$ cat src/rtl/imm_gen_pipe.sv
// Pipelined RV32I/RV64I immediate generator with a valid/ready output register, one-entry skid buffer
// and a saturating illegal-opcode counter. Define IMM_GEN_ZICSR_EN to decode CSR uimm immediates.
module imm_gen_pipe #(
  parameter int XLEN  = 32,
  parameter int TAG_W = 8,
  parameter int CNT_W = 16
) (
  input  logic             clk,
  input  logic             rst_n,
  input  logic             in_valid,
  output logic             in_ready,
  input  logic [31:0]      in_instr,
  input  logic [TAG_W-1:0] in_tag,
  output logic             out_valid,
  input  logic             out_ready,
  output logic [XLEN-1:0]  out_imm,
  output logic [2:0]       out_fmt,
  output logic             out_illegal,
  output logic [TAG_W-1:0] out_tag,
  output logic [CNT_W-1:0] illegal_cnt
);

  localparam logic [2:0] FMT_NONE  = 3'd0;
  localparam logic [2:0] FMT_I     = 3'd1;
  localparam logic [2:0] FMT_S     = 3'd2;
  localparam logic [2:0] FMT_B     = 3'd3;
  localparam logic [2:0] FMT_U     = 3'd4;
  localparam logic [2:0] FMT_J     = 3'd5;
  localparam logic [2:0] FMT_SHAMT = 3'd6;
`ifdef IMM_GEN_ZICSR_EN
  localparam logic [2:0] FMT_CSR   = 3'd7;
`endif
  localparam bit IS64 = (XLEN == 64);

  typedef struct packed {
    logic [XLEN-1:0]  imm;
    logic [2:0]       fmt;
    logic             ill;
    logic [TAG_W-1:0] tag;
  } res_t;

  res_t             r_out, r_skid, w_dec;
  logic             r_out_vld, r_skid_vld;
  logic [CNT_W-1:0] r_cnt;

  logic [6:0]  w_op;
  logic [2:0]  w_f3;
  logic        w_sh;
  logic        w_acc;
  logic [63:0] w_imm_i, w_imm_s, w_imm_b, w_imm_u, w_imm_j;
  logic [63:0] w_imm64;
  logic [2:0]  w_fmt;
  logic        w_ill;

  assign w_op  = in_instr[6:0];
  assign w_f3  = in_instr[14:12];
  assign w_sh  = (w_f3 == 3'b001) || (w_f3 == 3'b101);
  assign w_acc = in_valid && in_ready;

  // Everything is built at 64 bits and truncated so XLEN=32 needs no zero-width replications.
  assign w_imm_i = {{52{in_instr[31]}}, in_instr[31:20]};
  assign w_imm_s = {{52{in_instr[31]}}, in_instr[31:25], in_instr[11:7]};
  assign w_imm_b = {{52{in_instr[31]}}, in_instr[7], in_instr[30:25], in_instr[11:8], 1'b0};
  assign w_imm_u = {{32{in_instr[31]}}, in_instr[31:12], 12'b0};
  assign w_imm_j = {{44{in_instr[31]}}, in_instr[19:12], in_instr[20], in_instr[30:21], 1'b0};

  always_comb begin
    w_imm64 = '0;
    w_fmt   = FMT_NONE;
    w_ill   = 1'b0;
    case (w_op)
      7'b0010011: begin
        if (w_sh) begin
          w_fmt = FMT_SHAMT;
          if (IS64) w_imm64 = {58'b0, in_instr[25:20]};
          else begin
            w_imm64 = {59'b0, in_instr[24:20]};
            w_ill   = in_instr[25];
          end
        end else begin
          w_fmt   = FMT_I;
          w_imm64 = w_imm_i;
        end
      end
      7'b0000011, 7'b1100111: begin w_fmt = FMT_I; w_imm64 = w_imm_i; end
      7'b0100011: begin w_fmt = FMT_S; w_imm64 = w_imm_s; end
      7'b1100011: begin w_fmt = FMT_B; w_imm64 = w_imm_b; end
      7'b0110111, 7'b0010111: begin w_fmt = FMT_U; w_imm64 = w_imm_u; end
      7'b1101111: begin w_fmt = FMT_J; w_imm64 = w_imm_j; end
      7'b0011011: begin
        if (!IS64) w_ill = 1'b1;
        else if (w_sh) begin
          w_fmt   = FMT_SHAMT;
          w_imm64 = {59'b0, in_instr[24:20]};
          w_ill   = in_instr[25];
        end else begin
          w_fmt   = FMT_I;
          w_imm64 = w_imm_i;
        end
      end
      7'b0111011: w_ill = !IS64;
      7'b0110011, 7'b0001111: ;
`ifdef IMM_GEN_ZICSR_EN
      7'b1110011: begin
        if (w_f3[2] && (w_f3[1:0] != 2'b00)) begin
          w_fmt   = FMT_CSR;
          w_imm64 = {59'b0, in_instr[19:15]};
        end
      end
`else
      7'b1110011: ;
`endif
      default: w_ill = 1'b1;
    endcase
  end

  always_comb begin
    w_dec.imm = w_imm64[XLEN-1:0];
    w_dec.fmt = w_fmt;
    w_dec.ill = w_ill;
    w_dec.tag = in_tag;
  end

  // Output register refills from the skid first, so ordering is preserved.
  always_ff @(posedge clk or negedge rst_n) begin
    if (!rst_n) begin
      r_out      <= '0;
      r_skid     <= '0;
      r_out_vld  <= 1'b0;
      r_skid_vld <= 1'b0;
      r_cnt      <= '0;
    end else begin
      if (!r_out_vld || out_ready) begin
        if (r_skid_vld) begin
          r_out      <= r_skid;
          r_out_vld  <= 1'b1;
          r_skid_vld <= 1'b0;
        end else begin
          r_out_vld <= w_acc;
          if (w_acc) r_out <= w_dec;
        end
      end else if (w_acc) begin
        r_skid     <= w_dec;
        r_skid_vld <= 1'b1;
      end
      if (w_acc && w_dec.ill && !(&r_cnt)) r_cnt <= r_cnt + CNT_W'(1);
    end
  end

  assign in_ready    = !r_skid_vld;
  assign out_valid   = r_out_vld;
  assign out_imm     = r_out.imm;
  assign out_fmt     = r_out.fmt;
  assign out_illegal = r_out.ill;
  assign out_tag     = r_out.tag;
  assign illegal_cnt = r_cnt;

endmodule

$ cat config.mk
export PLATFORM = sky130hd
export DESIGN_NAME = imm_gen_pipe
export DESIGN_NICKNAME = d
export VERILOG_FILES = /design/src/rtl/imm_gen_pipe.sv
export SDC_FILE = /design/constraint.sdc
export NUM_CORES = 1
export LEC_CHECK = 0
export ABC_AREA = 1
export CORE_MARGIN = 8
export CORE_UTILIZATION = 52
export DETAILED_ROUTE_END_ITERATION = 12
export PLACE_DENSITY = 0.87
export REMOVE_ABC_BUFFERS = 1
export SLEW_MARGIN = 20
export SYNTH_ARGS = -nofsm -noshare
export SYNTH_HDL_FRONTEND = slang
export SYNTH_SLANG_ARGS = --single-unit
$ cat constraint.sdc
create_clock -name clk -period 2.1 [get_ports clk]
set_clock_uncertainty 0.15 [all_clocks]
set_input_delay 0.315 -clock clk [delete_from_list [all_inputs] [get_ports clk]]
set_output_delay 0.315 -clock clk [all_outputs]
set_load 0.05 [all_outputs]
-- Word-level counts from Yosys, hierarchy flattened
Cells that the tools add are included.
- register bits: 106
- bits in latches: 0
- memory bits (writable): 0
- bits in read-only memories: 0
- input port bits: 44
- output and inout port bits: 62
- word-level logic and storage cells: 53
- memories kept: 0
- add/sub/neg operators: 1
- multiply operators: 0
- divide/modulo/power cells: 0
- order comparisons: 0
- equality and inequality tests: 13
- shift operators: 0
- mux-type cells: 11
- bitwise operators: 1
- reduce and logical (&&, ||, !) cells: 16
- operators by type and width (operator ; count):
    case mux 32 bit (6 select lines) ; 1
    two-way mux 44 bit ; 2
    two-way mux 32 bit ; 1
    equality test 7 bit, second input constant ; 4
    equality test 7 x 6 -> 1 bit, second input constant ; 3
    case mux 3 bit (6 select lines) ; 1
    adder 16 x 1 -> 16 bit, second input constant ; 1
    AND reduction 16 bit ; 1
    equality test 7 x 5 -> 1 bit, second input constant ; 2
    OR reduction 10 bit ; 1
    equality test 7 x 2 -> 1 bit, second input constant ; 1
    equality test 7 x 4 -> 1 bit, second input constant ; 1
    two-way mux 1 bit ; 4
    AND reduction 2 bit ; 2
    nonzero test 2 bit ; 2
    OR reduction 2 bit ; 2
    equality test 3 x 1 -> 1 bit, second input constant ; 1
    equality test 3 bit, second input constant ; 1
    logical AND 1 bit ; 3
    zero test 1 bit ; 3
    two-way mux 3 bit ; 1
    logical OR 1 bit ; 2
    case mux 1 bit (2 select lines) ; 1
    inverter 1 bit ; 1

-- Depth between registers and ports, before layout
- depth in word-level cells: 6
- depth in mapped cells: 13
- gate-level depth less buffers: 12

-- Least setup slack after synthesis
No wires, ideal clock.
- kind: register to register
- start point: register r_cnt[1], in the netlist illegal_cnt[1]
- end point: register r_cnt[13], in the netlist illegal_cnt[13]
- library setup time: 0.120 ns
- arrival: 1.830 ns
- data required time: 1.830 ns
- path slack: 0.000 ns
- stages on the path, launching flop included: 10
- buffers on the path: 1
- clock period less this slack: 2.100 ns
- cell sequence: dfrtp_1 -> ha_1 -> nand2_1 -> nor3_4 -> nand4_1 -> buf_2 -> nand2_1 -> inv_1 -> nand4_1 -> nand2_1
- longest elaborated chain between the ends: 3
- elaborated cells on any way between the ends: 4
- classes of those cells: add/sub (1); reduce/logical (3)
- ends and longest elaborated chain (element ; line ; text):
    start: declaration ; 44 ; logic [CNT_W-1:0] r_cnt;
    start signal: assignment ; 146 ; if (w_acc && w_dec.ill && !(&r_cnt)) r_cnt <= r_cnt + CNT_W'(1);
    branches (longest 3 deep; another with adder 16 x 1 -> 16 bit) ; n/a ;
Parallel ways; which one is timed is not known.
A chain may end at the register's enable or synchronous reset.

-- Worst setup path in the final report
- start point: register r_out (netlist bit out_fmt[1])
- end point: output out_fmt[1]
- RTL lines (element ; line ; text):
    start: declaration ; 42 ; res_t r_out, r_skid, w_dec;
    start signal: assignment ; 135 ; r_out <= r_skid;
    start signal: assignment ; 140 ; if (w_acc) r_out <= w_dec;
    end: declaration ; 17 ; output logic [2:0] out_fmt,
No word-level cell between the ends.

==> flow_metrics.env <==
export IMPL_grt_overflow_total=0
export IMPL_io_pins=106
export IMPL_status="finished, final reports clean"
export IMPL_p_sw_share_pct=37.93
export IMPL_cts_buffers=9
export IMPL_setup_viol=0
export IMPL_drive_above_1_share_pct=11.64
export IMPL_crit_chain="clkdlybuf4s50_1"
export IMPL_die_w_um=118.9
export IMPL_drc=0
export IMPL_ys_ff_latch=106
export IMPL_first_global_vias=5260
export IMPL_timing_rr_end="illegal_cnt[12]"
export IMPL_clkTransAtPathRegs_ns=0.09
export IMPL_cp_arrival_ns=1.59
export IMPL_core_area_um2=10320
export IMPL_slowest_stage="clkdlybuf4s50_1"
export IMPL_hp_start="out_imm[22]"
export IMPL_avgSynthCellArea_um2=7.517
export IMPL_endpoint_kind="output port"
export IMPL_cts_buffer_depth=2
export IMPL_ff2ff_path_depth=9
export IMPL_cp_num_buf_inv=1
export IMPL_finalWorstSetupSlack_ns=0.04447
export IMPL_stdcell_area_um2=7134
export IMPL_ir_drop_v=0.0004612
export IMPL_rr_startpoint="illegal_cnt[1]"
export IMPL_critical_path_top_delay_family="buffers and inverters"
export IMPL_area_delta_synth_final_pct=29.65
export IMPL_hold_viol=0
export IMPL_slew_violations=0
export IMPL_crit_required_ns=1.63
export IMPL_leakagePower_uw=0.003566
export IMPL_instances_no_fill=995
export IMPL_worst_pin_slew_ns=0.5730
export IMPL_row_count=37
export IMPL_root_buffer="clkbuf_8"
export IMPL_placedCellCount=979
export IMPL_cts_tree="yes"
export IMPL_wl_um=15100
export IMPL_fin_crit_ns=2.056
export IMPL_die_area_um2=14130
export IMPL_post_dp_cell_area_um2=6944
export IMPL_synthXorXnorAreaFrac_pct=1.432
export IMPL_layout_commonest_cell="nand2_1"
export IMPL_routabilityCongestion=0.9116
export IMPL_initial_core_util_pct=53.30
export IMPL_rsz0062_at_grt="no"
export IMPL_max_cap_violations=0
export IMPL_clk_insertion_delay_late_ns=0.36
export IMPL_post_drt_wl_per_cell_um=15.17
export IMPL_path_max_fanout=2
export IMPL_ys_warn_count=0
export IMPL_critPathKind="flip-flop to output port"
export IMPL_vias=5414
export IMPL_p_per_area_nw_per_um2=804.9
export IMPL_fillers=832
export IMPL_whs_endpoint="out_imm[22]"
export IMPL_synth_area_um2=5503
export IMPL_hold_path_class="flip-flop to flip-flop"
export IMPL_grt_max_degree=107
export IMPL_postLayoutCoreUtil_pct=69.11
export IMPL_pwr_share_seq_pct=45.8
export IMPL_grt_pass1_wl_um=25360
export IMPL_rrSetupSlack_ns=0.20
export IMPL_min_period_over_period_pct=97.88
export IMPL_synth_top_family_by_area="simple AND/OR/NAND/NOR gates"
export IMPL_viasPerCell=5.441
export IMPL_synth_compound_area_share_pct=11.64
export IMPL_p_sw_uw=2178
export IMPL_most_common_layout_cells="nand2_1 (201), nor2_1 (136), dfrtp_1 (106), clkdlybuf4s50_1 (82), buf_4 (51)"
export IMPL_synthCells=732
export IMPL_synthSimpleGateAreaFrac_pct=31.74
export IMPL_clkPwrFrac_pct=20.5
export IMPL_die_y_um=118.9
export IMPL_yosysSeqAreaShare_pct=48.20
export IMPL_n_antenna_cell=0
export IMPL_firstDrtPassIters=5
export IMPL_slew_headroom_pct=61.80
export IMPL_yosysUniqueCellTypes=32
export IMPL_fin_nets=900
export IMPL_grt_usage_pct=21.47
export IMPL_yosys_area_share_adder_pct=0.2274
export IMPL_cp_start_kind="flip-flop"
export IMPL_synth_mux_area_share_pct=0
export IMPL_holdPathStages=2
export IMPL_power_frac_comb_pct=33.7
export IMPL_port_buffers=105
export IMPL_setup_tns_final_ns=0
export IMPL_ant_nets=0
export IMPL_cts_num_sinks=106
export IMPL_cp_slowest_stage_delay_ns=0.82
export IMPL_max_freq_mhz=486.5
export IMPL_antenna_found_initial=0
export IMPL_htree_levels=3
export IMPL_power_internal_uw=3564
export IMPL_drt_iter0_drc=422
export IMPL_hpwl_um=10890
export IMPL_place_ws_ns=-0.1764
through the flow:
step / hold WS (ns) / power, µW
floorplan: -0.1306 / 3823
global placement: 0.2765 / 4554
detailed placement: 0.2856 / 4623
CTS: 0.3396 / 5777
global route: 0.3565 / 6034
finish: 0.3350 / 5743
logic make-up after synthesis:
logic type,count (synthesis)
AO/OA/AOI/OAI,114
XOR/XNOR,9
adder cells (fa/ha/maj),1
buffers and inverters,84
flip-flops,106
AND/OR/NAND/NOR,418
per-layer routing:
metal	up-vias	global-route usage, %	share of wire [%]
li1	2624	-	-
met1	2594	27.05	42
met2	185	36.49	51
met3	11	4.913	6.4
met4	0	5.692	1.1
met5	-	0	0
registers in the layout, summed over array words and instances, names as in the netlist:
| signal | count |
|---|---|
| out_illegal | 1 |
| out_imm | 32 |
| out_valid | 1 |
| illegal_cnt | 16 |
| r_skid | 44 |
| out_fmt | 3 |
| r_skid_vld | 1 |
| out_tag | 8 |
worst max-delay path by stage:
| stage | to | startpoint | cells after the start | slack, ns |
|---|---|---|---|---|
| global placement | illegal_cnt[1] | in_instr[4] | 12 | -0.09 |
| floorplan | out_fmt[2] | r_skid_vld | 6 | -1.45 |
| finish | out_fmt[1] | out_fmt[1] | 1 | 0.04 |
| global route | out_fmt[1] | out_fmt[1] | 1 | 0.001 |
| CTS | illegal_cnt[0] | illegal_cnt[0] | 1 | 0.008 |
| detailed placement | illegal_cnt[4] | in_instr[0] | 12 | -0.18 |
cell usage after synthesis:
master / count / share of area, %
buf_2: 11 / 1.0
xor2_1: 6 / 0.95
nand2_2: 6 / 0.68
nor3_2: 1 / 0.18
nand2_1: 201 / 14
buf_6: 4 / 0.82
o21ai_0: 26 / 2.4
o21ai_1: 12 / 1.1
nor2_1: 137 / 9.3
ha_1: 1 / 0.23
buf_4: 3 / 0.41
clkinv_2: 1 / 0.091
xnor2_1: 3 / 0.48
nor3_1: 11 / 1.0
nor2_2: 6 / 0.68
nand4_1: 18 / 2.0
buf_1: 2 / 0.14
nor3_4: 1 / 0.30
dfrtp_1: 106 / 48
nand3_2: 2 / 0.36
nand3_1: 32 / 2.9
nand2_4: 2 / 0.41
o21ai_4: 1 / 0.30
a21oi_1: 31 / 2.8
inv_2: 4 / 0.27
inv_1: 39 / 2.7
o21ai_2: 1 / 0.16
nor2b_1: 1 / 0.11
o22ai_1: 2 / 0.23
o21a_1: 1 / 0.14
a31oi_1: 40 / 4.5
clkbuf_1: 20 / 1.4
cell type report:
class                           count  area, µm²  share of cell area (%)
Clock inverter                      3      25.02                  0.3508
Timing Repair Buffer              152       1484                   20.80
Clock buffer                       12      155.1                   2.175
Multi-Input combinational cell    542       2481                   34.78
Tap cell                          136      170.2                   2.385
Inverter                           44      166.4                   2.333
Sequential cell                   106       2653                   37.18
timing repair:
item / CTS / global route
buffers inserted: 0 / 0
setup endpoints to repair: 6 / 3
endpoints found under the hold margin: 106 / 0
resized for setup: 6 / 3
hold buffers: 1 / 0
power by group through the flow:
stage | registers (µW) | clock network, µW | logic, µW
2_1_floorplan | 3250 | 0 | 574
4_1_cts | 2630 | 1200 | 1950
5_1_grt | 2660 | 1280 | 2090
3_3_place_gp | 2640 | 0 | 1910
3_5_place_dp | 2660 | 0 | 1960
6_report | 2630 | 1180 | 1940
worst min-delay path, cell delays in order, from the launching register on:
cell     delay (ns)
dfrtp_1        0.35
nand2_1        0.05
nand2_1        0.05
(Power assumes the default switching activity.)
